### config.mk
export PLATFORM = sky130hd
export DESIGN_NAME = imem_arbiter
export DESIGN_NICKNAME = d
export VERILOG_FILES = /design/src/rtl/imem_pkg.sv /design/src/rtl/imem_arbiter.sv
export SDC_FILE = /design/constraint.sdc
export NUM_CORES = 1
export LEC_CHECK = 0
export CORE_MARGIN = 8
export CORE_UTILIZATION = 36
export CTS_CLUSTER_SIZE = 28
export DETAILED_ROUTE_END_ITERATION = 10
export MAX_ROUTING_LAYER = met4
export PLACE_DENSITY = 0.82
export SLEW_MARGIN = 25
export SYNTH_ARGS = -nofsm -noshare
export SYNTH_HDL_FRONTEND = slang
export SYNTH_SLANG_ARGS = --single-unit
### constraint.sdc
create_clock -name clock -period 2.7 [get_ports clock]
set_input_delay 0.27 -clock clock [delete_from_list [all_inputs] [get_ports clock]]
set_output_delay 0.27 -clock clock [all_outputs]
set_load 0.01 [all_outputs]
### src/rtl/imem_pkg.sv
// Shared definitions for the instruction-memory arbiter: state encoding,
// word size and default burst/starvation limits.
package imem_pkg;

  localparam int IMEM_WORD_BYTES   = 4;
  localparam int IMEM_BURST_MAX    = 16;
  localparam int IMEM_STARVE_LIMIT = 8;

  typedef enum logic [1:0] {
    IDLE = 2'd0,
    LOAD = 2'd1,
    DONE = 2'd2
  } imem_arb_state_t;

endpackage

### src/rtl/imem_arbiter.sv
// Arbitrates the single instruction-memory port between fetch (single-word
// reads) and the program loader (atomic multi-beat write bursts).
// Optional starvation guard: define IMEM_ARB_STARVE_EN so that fetch wins the
// next IDLE arbitration after STARVE_LIMIT denied request cycles.
module imem_arbiter
  import imem_pkg::*;
#(
  parameter int BURST_MAX = IMEM_BURST_MAX
`ifdef IMEM_ARB_STARVE_EN
  ,
  parameter int STARVE_LIMIT = IMEM_STARVE_LIMIT
`endif
) (
  input  logic                         clock,
  input  logic                         reset,
  input  logic                         f_req,
  input  logic [31:0]                  f_addr,
  output logic                         f_gnt,
  output logic                         f_rvalid,
  output logic [31:0]                  f_rdata,
  input  logic                         l_req,
  input  logic [31:0]                  l_addr,
  input  logic [$clog2(BURST_MAX):0]   l_len,
  output logic                         l_gnt,
  input  logic                         l_wvalid,
  input  logic [31:0]                  l_wdata,
  output logic                         l_wready,
  output logic                         l_done,
  output logic                         mem_enable,
  output logic                         mem_read_write,
  output logic [31:0]                  mem_address,
  output logic [31:0]                  mem_data_in,
  input  logic [31:0]                  mem_data_out,
  output logic                         busy
);

  localparam int LEN_W = $clog2(BURST_MAX) + 1;

  imem_arb_state_t  state;
  imem_arb_state_t  next_state;
  logic [31:0]      base_addr;
  logic [LEN_W-1:0] remaining;
  logic [LEN_W-1:0] beat_cnt;
  logic             rvalid_q;
  logic             loader_wins;
  logic             beat;

`ifdef IMEM_ARB_STARVE_EN
  localparam int SC_W = $clog2(STARVE_LIMIT + 1);
  logic [SC_W-1:0] starve_cnt;
  logic            fetch_starved;

  assign fetch_starved = (starve_cnt == SC_W'(STARVE_LIMIT));
`endif

  // Arbitration, memory-port steering and next-state selection; everything is
  // held quiet while reset is asserted so the port never fires during reset
  always_comb begin
    next_state     = state;
    f_gnt          = 1'b0;
    l_gnt          = 1'b0;
    l_wready       = 1'b0;
    l_done         = 1'b0;
    mem_enable     = 1'b0;
    mem_read_write = 1'b0;
    mem_address    = '0;
    mem_data_in    = '0;
    beat           = 1'b0;
    loader_wins    = l_req && (l_len != '0);
`ifdef IMEM_ARB_STARVE_EN
    if (fetch_starved) begin
      loader_wins = 1'b0;
    end
`endif
    if (reset) begin
      case (state)
        IDLE: begin
          if (loader_wins) begin
            l_gnt      = 1'b1;
            next_state = LOAD;
          end else if (f_req) begin
            f_gnt       = 1'b1;
            mem_enable  = 1'b1;
            mem_address = f_addr;
          end
        end
        LOAD: begin
          l_wready = 1'b1;
          if (l_wvalid) begin
            beat           = 1'b1;
            mem_enable     = 1'b1;
            mem_read_write = 1'b1;
            mem_address    = base_addr + 32'(beat_cnt) * 32'(IMEM_WORD_BYTES);
            mem_data_in    = l_wdata;
            if (remaining == LEN_W'(1)) begin
              next_state = DONE;
            end
          end
        end
        DONE: begin
          l_done     = 1'b1;
          next_state = IDLE;
        end
        default: next_state = IDLE;
      endcase
    end
  end

  // State register plus burst bookkeeping and the one-cycle read-valid delay
  always_ff @(posedge clock) begin
    if (!reset) begin
      state     <= IDLE;
      base_addr <= '0;
      remaining <= '0;
      beat_cnt  <= '0;
      rvalid_q  <= 1'b0;
    end else begin
      state    <= next_state;
      rvalid_q <= f_gnt;
      if (l_gnt) begin
        base_addr <= l_addr;
        remaining <= l_len;
        beat_cnt  <= '0;
      end else if (beat) begin
        beat_cnt  <= beat_cnt + LEN_W'(1);
        remaining <= remaining - LEN_W'(1);
      end
    end
  end

`ifdef IMEM_ARB_STARVE_EN
  // Count cycles where fetch asked and was refused; saturates, clears on grant
  always_ff @(posedge clock) begin
    if (!reset) begin
      starve_cnt <= '0;
    end else if (f_gnt) begin
      starve_cnt <= '0;
    end else if (f_req && (state == IDLE || state == LOAD) && !fetch_starved) begin
      starve_cnt <= starve_cnt + SC_W'(1);
    end
  end
`endif

  assign f_rvalid = rvalid_q;
  assign f_rdata  = rvalid_q ? mem_data_out : '0;
  assign busy     = (state != IDLE);

endmodule

## Word level (Yosys, flattened, before mapping)

Index checks and enable logic that the tools add are counted.

- Output and inout port bits: 104
- Logic and storage cells: 53
- Bits in registers: 45

- Equal/unequal tests: 6
- Bitwise operators: 1
- $add $sub $neg: 3
- Muxes and demuxes: 31
- Reductions and logical operators: 7

Operator list:

| kind | number |
|---|---|
| 2-to-1 mux 32 bit | 8 |
| one-hot mux 32 bit (2 select lines) | 1 |
| adder 32 x 7 -> 32 bit | 1 |
| 2-to-1 mux 1 bit | 15 |
| 2-to-1 mux 5 bit | 2 |
| 2-to-1 mux 2 bit | 3 |
| inequality test 2 bit, second input constant | 3 |
| adder 5 x 1 -> 5 bit, second input constant | 1 |
| equality test 5 x 1 -> 1 bit, second input constant | 1 |
| nonzero test 5 bit | 1 |
| subtractor 5 x 1 -> 5 bit, second input constant | 1 |
| one-hot mux 2 bit (2 select lines) | 1 |
| nonzero test 2 bit | 2 |
| AND reduction 3 bit | 1 |
| equality test 2 x 1 -> 1 bit, second input constant | 1 |
| equality test 2 bit, second input constant | 1 |
| logical NOT 2 bit | 1 |
| one-hot mux 1 bit (2 select lines) | 1 |
| OR reduction 2 bit | 1 |
| logical AND 1 bit | 1 |
| inverter 1 bit | 1 |

## Logic depth before layout (Yosys ltp)

Gate-level depths: netlist of the first run.

- Word-level depth: 6
- Depth in mapped cells: 9
- Mapped depth without buffers: 8

## Worst setup path after synthesis of the first run

OpenSTA, ideal clock, no wires.

- Path kind: reg2out
- From: register beat_cnt[0]
- To: output port mem_address[10]
- Data required time: 2.430 ns
- Cell stages (with the launch flop): 9
- Setup slack: 0.217 ns
- Arrival time: 2.213 ns
- Buffers on the path: 0
- Path through: dfxtp_1 > ha_1 > inv_1 > fa_1 > nor2b_1 > o31a_1 > nor2_1 > or4_1 > a31oi_1

- Longest elaborated chain between the ends: 4

Ends and longest elaborated chain:

| what | line | RTL |
|---|---|---|
| start, declared | imem_arbiter.sv:43 | `logic [LEN_W-1:0] beat_cnt;` |
| start signal, assigned | imem_arbiter.sv:125 | `beat_cnt <= beat_cnt + LEN_W'(1);` |
| adder 32 x 7 -> 32 bit | imem_arbiter.sv:93 | `mem_address = base_addr + 32'(beat_cnt) * 32'(IMEM_WORD_BYTES);` |
| 2-to-1 mux 32 bit | imem_arbiter.sv:89 | `if (l_wvalid) begin` |
| one-hot mux 32 bit (2 select lines) | imem_arbiter.sv:76 | `case (state)` |
| 2-to-1 mux 32 bit | imem_arbiter.sv:75 | `if (reset) begin` |
| end, declared | imem_arbiter.sv:31 | `output logic [31:0] mem_address,` |

No other way between the ends.

## Worst setup path after layout of the first run

Same ends and word-level chain as after synthesis.

==> qor.csv, run 1 <==
metric;value;unit
run_status;finished with violations;
failed_checks;setup timing;
via_count;4472;
num_antenna_cells;0;
switching_share;0.284;
synth_area_per_cell;7.05;µm²
synth_edf_count;0;
nFillCells;714;
fp.dieW;114;µm
drive_above_1_share;0.170;
insertion_delay;0.30;ns
dr.first_iter.drc_count;208;
r2r_end;base_addr[14];
setup_viol;3;
placed_cells;877;
maxCapViolations;0;
die_area;13000;µm²
port-buffer-count;241;
min_path_type;register to register;
async_flop_share;0;
dpl-instance-area;6300;µm²
yosysWarnings;0;
syn_area;3450;µm²
worst_pin_slew;0.825;ns
grt_util_all_layers;0.236;
startpoint;beat_cnt[0];
area_growth;93.8;%
cts_hold_buf;0;
htreeDepth;2;
yosysUniqueCellTypes;49;
relSlewSlack;0.449;
grt_pass1_wl;24.1;mm
crit_path_max_fanout;2;
endpoint_kind;output port;
gp_congestion;0.916;
stdcell_area;6680;µm²
path_clk_slew;0.08;ns
drcViolationCount;0;
post_drt_via_cell_ratio;5.02;
rrSetupSlack;0.95;ns
worstHoldStart;base_addr[0];
slew_violations;0;
p_leak;2.66;nW
p_per_area;295;nW/µm²
power_frac_comb;0.346;
syn_inst;489;
fin_nets;907;
syn_nets;636;
setup_tns;-0.385;ns
p_total;1.97;mW
crit_type;register to output port;
gr-total-overflow;0;
r2r-start;state[1];
ant_nets;0;
drt-pass1-iter-count;4;
cts_buffers;5;
fmax;344;MHz
ir_worst_vdd;0.221;mV
finalHoldViolations;0;
power.switching;0.560;mW
start_kind;register;
finish.utilization;0.720;
start_util;0.371;
fin_crit_sh;1.08;
cp-endpoint;mem_address[10];
cts_max_path_buffers;2;
post-route-min-period;2.91;ns
die_h;114;µm
rsz0062_at_grt;yes;
rows;35;
clockRootBuffer;clkbuf_8;
layout.cells.non_filler;890;
power_frac_clock;0.269;
core_region_area;9280;µm²
cp.arrival;2.64;ns
yosysSeqAreaShare;0.261;
grt_max_degree;38;
dp_hpwl;12.4;mm
intPower;1.41;mW
cts.sinks;45;
cts_tree;yes;
wl_per_cell;17.8;µm
pwr-share-seq;0.385;
io-pin-count;242;
rr_worst_depth;5;
finalClockSkew;0.00665;ns
yosys_register_bits;45;
synthFlopType;dfxtp_1;
antenna_found_initial;0;
worstPathRequired;2.43;ns
grt_pass1_vias;4623;
setup_ws;-0.205;ns
routed_wl;15.8;mm
[sequential cells by signal, indices dropped and copies added (netlist names)]
| register | count |
|---|---|
| remaining | 5 |
| state | 2 |
| f_rvalid | 1 |
| base_addr | 32 |
| beat_cnt | 5 |
[through the flow]
step	hold WS, ns	setup WS [ns]
after floorplan	0.415	0.217
after global placement	0.461	-0.318
after detailed placement	0.471	-0.388
after CTS	0.484	-0.155
after global routing	0.498	-0.223
final	0.475	-0.205
[cell usage after synthesis (all sizes together), types with 2 or more instances]
cell	count	area, µm²
mux2i	5	50.1
nand3b	2	15.0
and4	6	53.8
a211oi	4	30.0
o21ai	26	130
nand2	107	402
o2111ai	2	17.5
or4b	2	20.0
nand3	7	35.0
or4	3	22.5
o211a	2	20.0
o21a	2	15.0
a21boi	36	270
nand4	7	50.1
nor3	6	30.0
buf	8	33.8
a21oi	7	35.0
a32oi	2	17.5
nor2	32	120
a22oi	5	37.5
xnor2	13	114
nor3b	3	22.5
dfxtp	45	901
nor4	6	37.5
and2	70	438
and3b	2	17.5
inv	12	45.0
and3	4	25.0
xor2	9	78.8
ha	8	100
nor2b	2	12.5
a21o	2	15.0
a2111oi	2	17.5
clkbuf	26	97.6
o211ai	5	37.5
[worst min path at each step]
stage | depth (start not counted) | to
2_1_floorplan | 2 | base_addr[0]
3_3_place_gp | 2 | base_addr[2]
3_5_place_dp | 2 | base_addr[1]
4_1_cts | 2 | base_addr[1]
5_1_grt | 2 | base_addr[1]
6_report | 2 | base_addr[0]
[worst max-delay path: stages, from the launching register on]
cell and delay (ns):
dfxtp_2 0.36, ha_4 0.14, inv_2 0.04, fa_2 0.36
nor2b_4 0.15, buf_6 0.11, o31a_1 0.19, nor2_2 0.06
or4_1 0.53, a31oi_1 0.22, buf_2 0.18
[power by group through the flow]
stage	clock network, mW	logic (mW)	registers, mW
global route	0.565	0.735	0.766
finish	0.529	0.682	0.759
CTS	0.537	0.670	0.756
floorplan	0	0.246	0.763
detailed placement	0	0.673	0.767
global placement	0	0.661	0.763
[per-layer routing]
layer	wire, µm	GRT usage	share of wire
met5	0	-	0
met4	374	0.0559	0.024
met3	1190	0.0597	0.075
met2	8080	0.422	0.51
met1	6180	0.257	0.39
[logic make-up (layout without fill, tap and decap cells)]
logic type | after synthesis | after routing | synth area share
buffers and inverters | 46 | 318 | 0.0512
adder cells (fa/ha/maj) | 9 | 9 | 0.0348
XOR/XNOR | 22 | 22 | 0.0559
AND/OR/NAND/NOR | 262 | 262 | 0.384
flip-flops | 45 | 45 | 0.261
AO/OA/AOI/OAI | 100 | 100 | 0.198
multiplexers | 5 | 5 | 0.0145
[cell type report]
type	instances	area [µm²]	share of cell area
Multi-Input combinational cell	398	2650	0.396
Clock inverter	1	30.0	0.00450
Timing Repair Buffer	298	2800	0.419
Inverter	12	45.0	0.00674
Clock buffer	7	86.3	0.0129
Sequential cell	45	915	0.137
Tap cell	129	161	0.0242
[timing repair]
item                                   CTS  global route
buffers inserted                         2             3
endpoints found under the hold margin    0             0
setup endpoints to repair               34            57
pin swaps                                9            17
gates resized for setup                115            43
[cells in the final DEF (no fill, tap or decap), types with 4 or more instances in the layout]
cell type,n
a21boi_0,36
a21oi_1,7
a22oi_1,5
and2_1,67
and4_1,4
buf_2,11
buf_4,49
buf_6,6
clkbuf_2,5
clkbuf_8,6
clkdlybuf4s50_1,207
dfxtp_1,36
dfxtp_2,8
dlygate4sd2_1,15
ha_1,4
ha_4,4
inv_1,10
nand2_1,107
nand3_1,7
nand4_1,6
nor2_1,31
nor3_1,4
nor4_4,4
o211ai_1,5
o21ai_0,20
o21ai_1,5
xnor2_1,12
xor2_1,9
No activity file was read; power rests on OpenSTA's default activity.
==> inputs of run 2 (changes only) <==
- CAP_MARGIN: not set -> 10
- SLEW_MARGIN: 25 -> not set
==> results of run 2 <==
The final DEF is identical to that of run 1; final timing and power are the same.
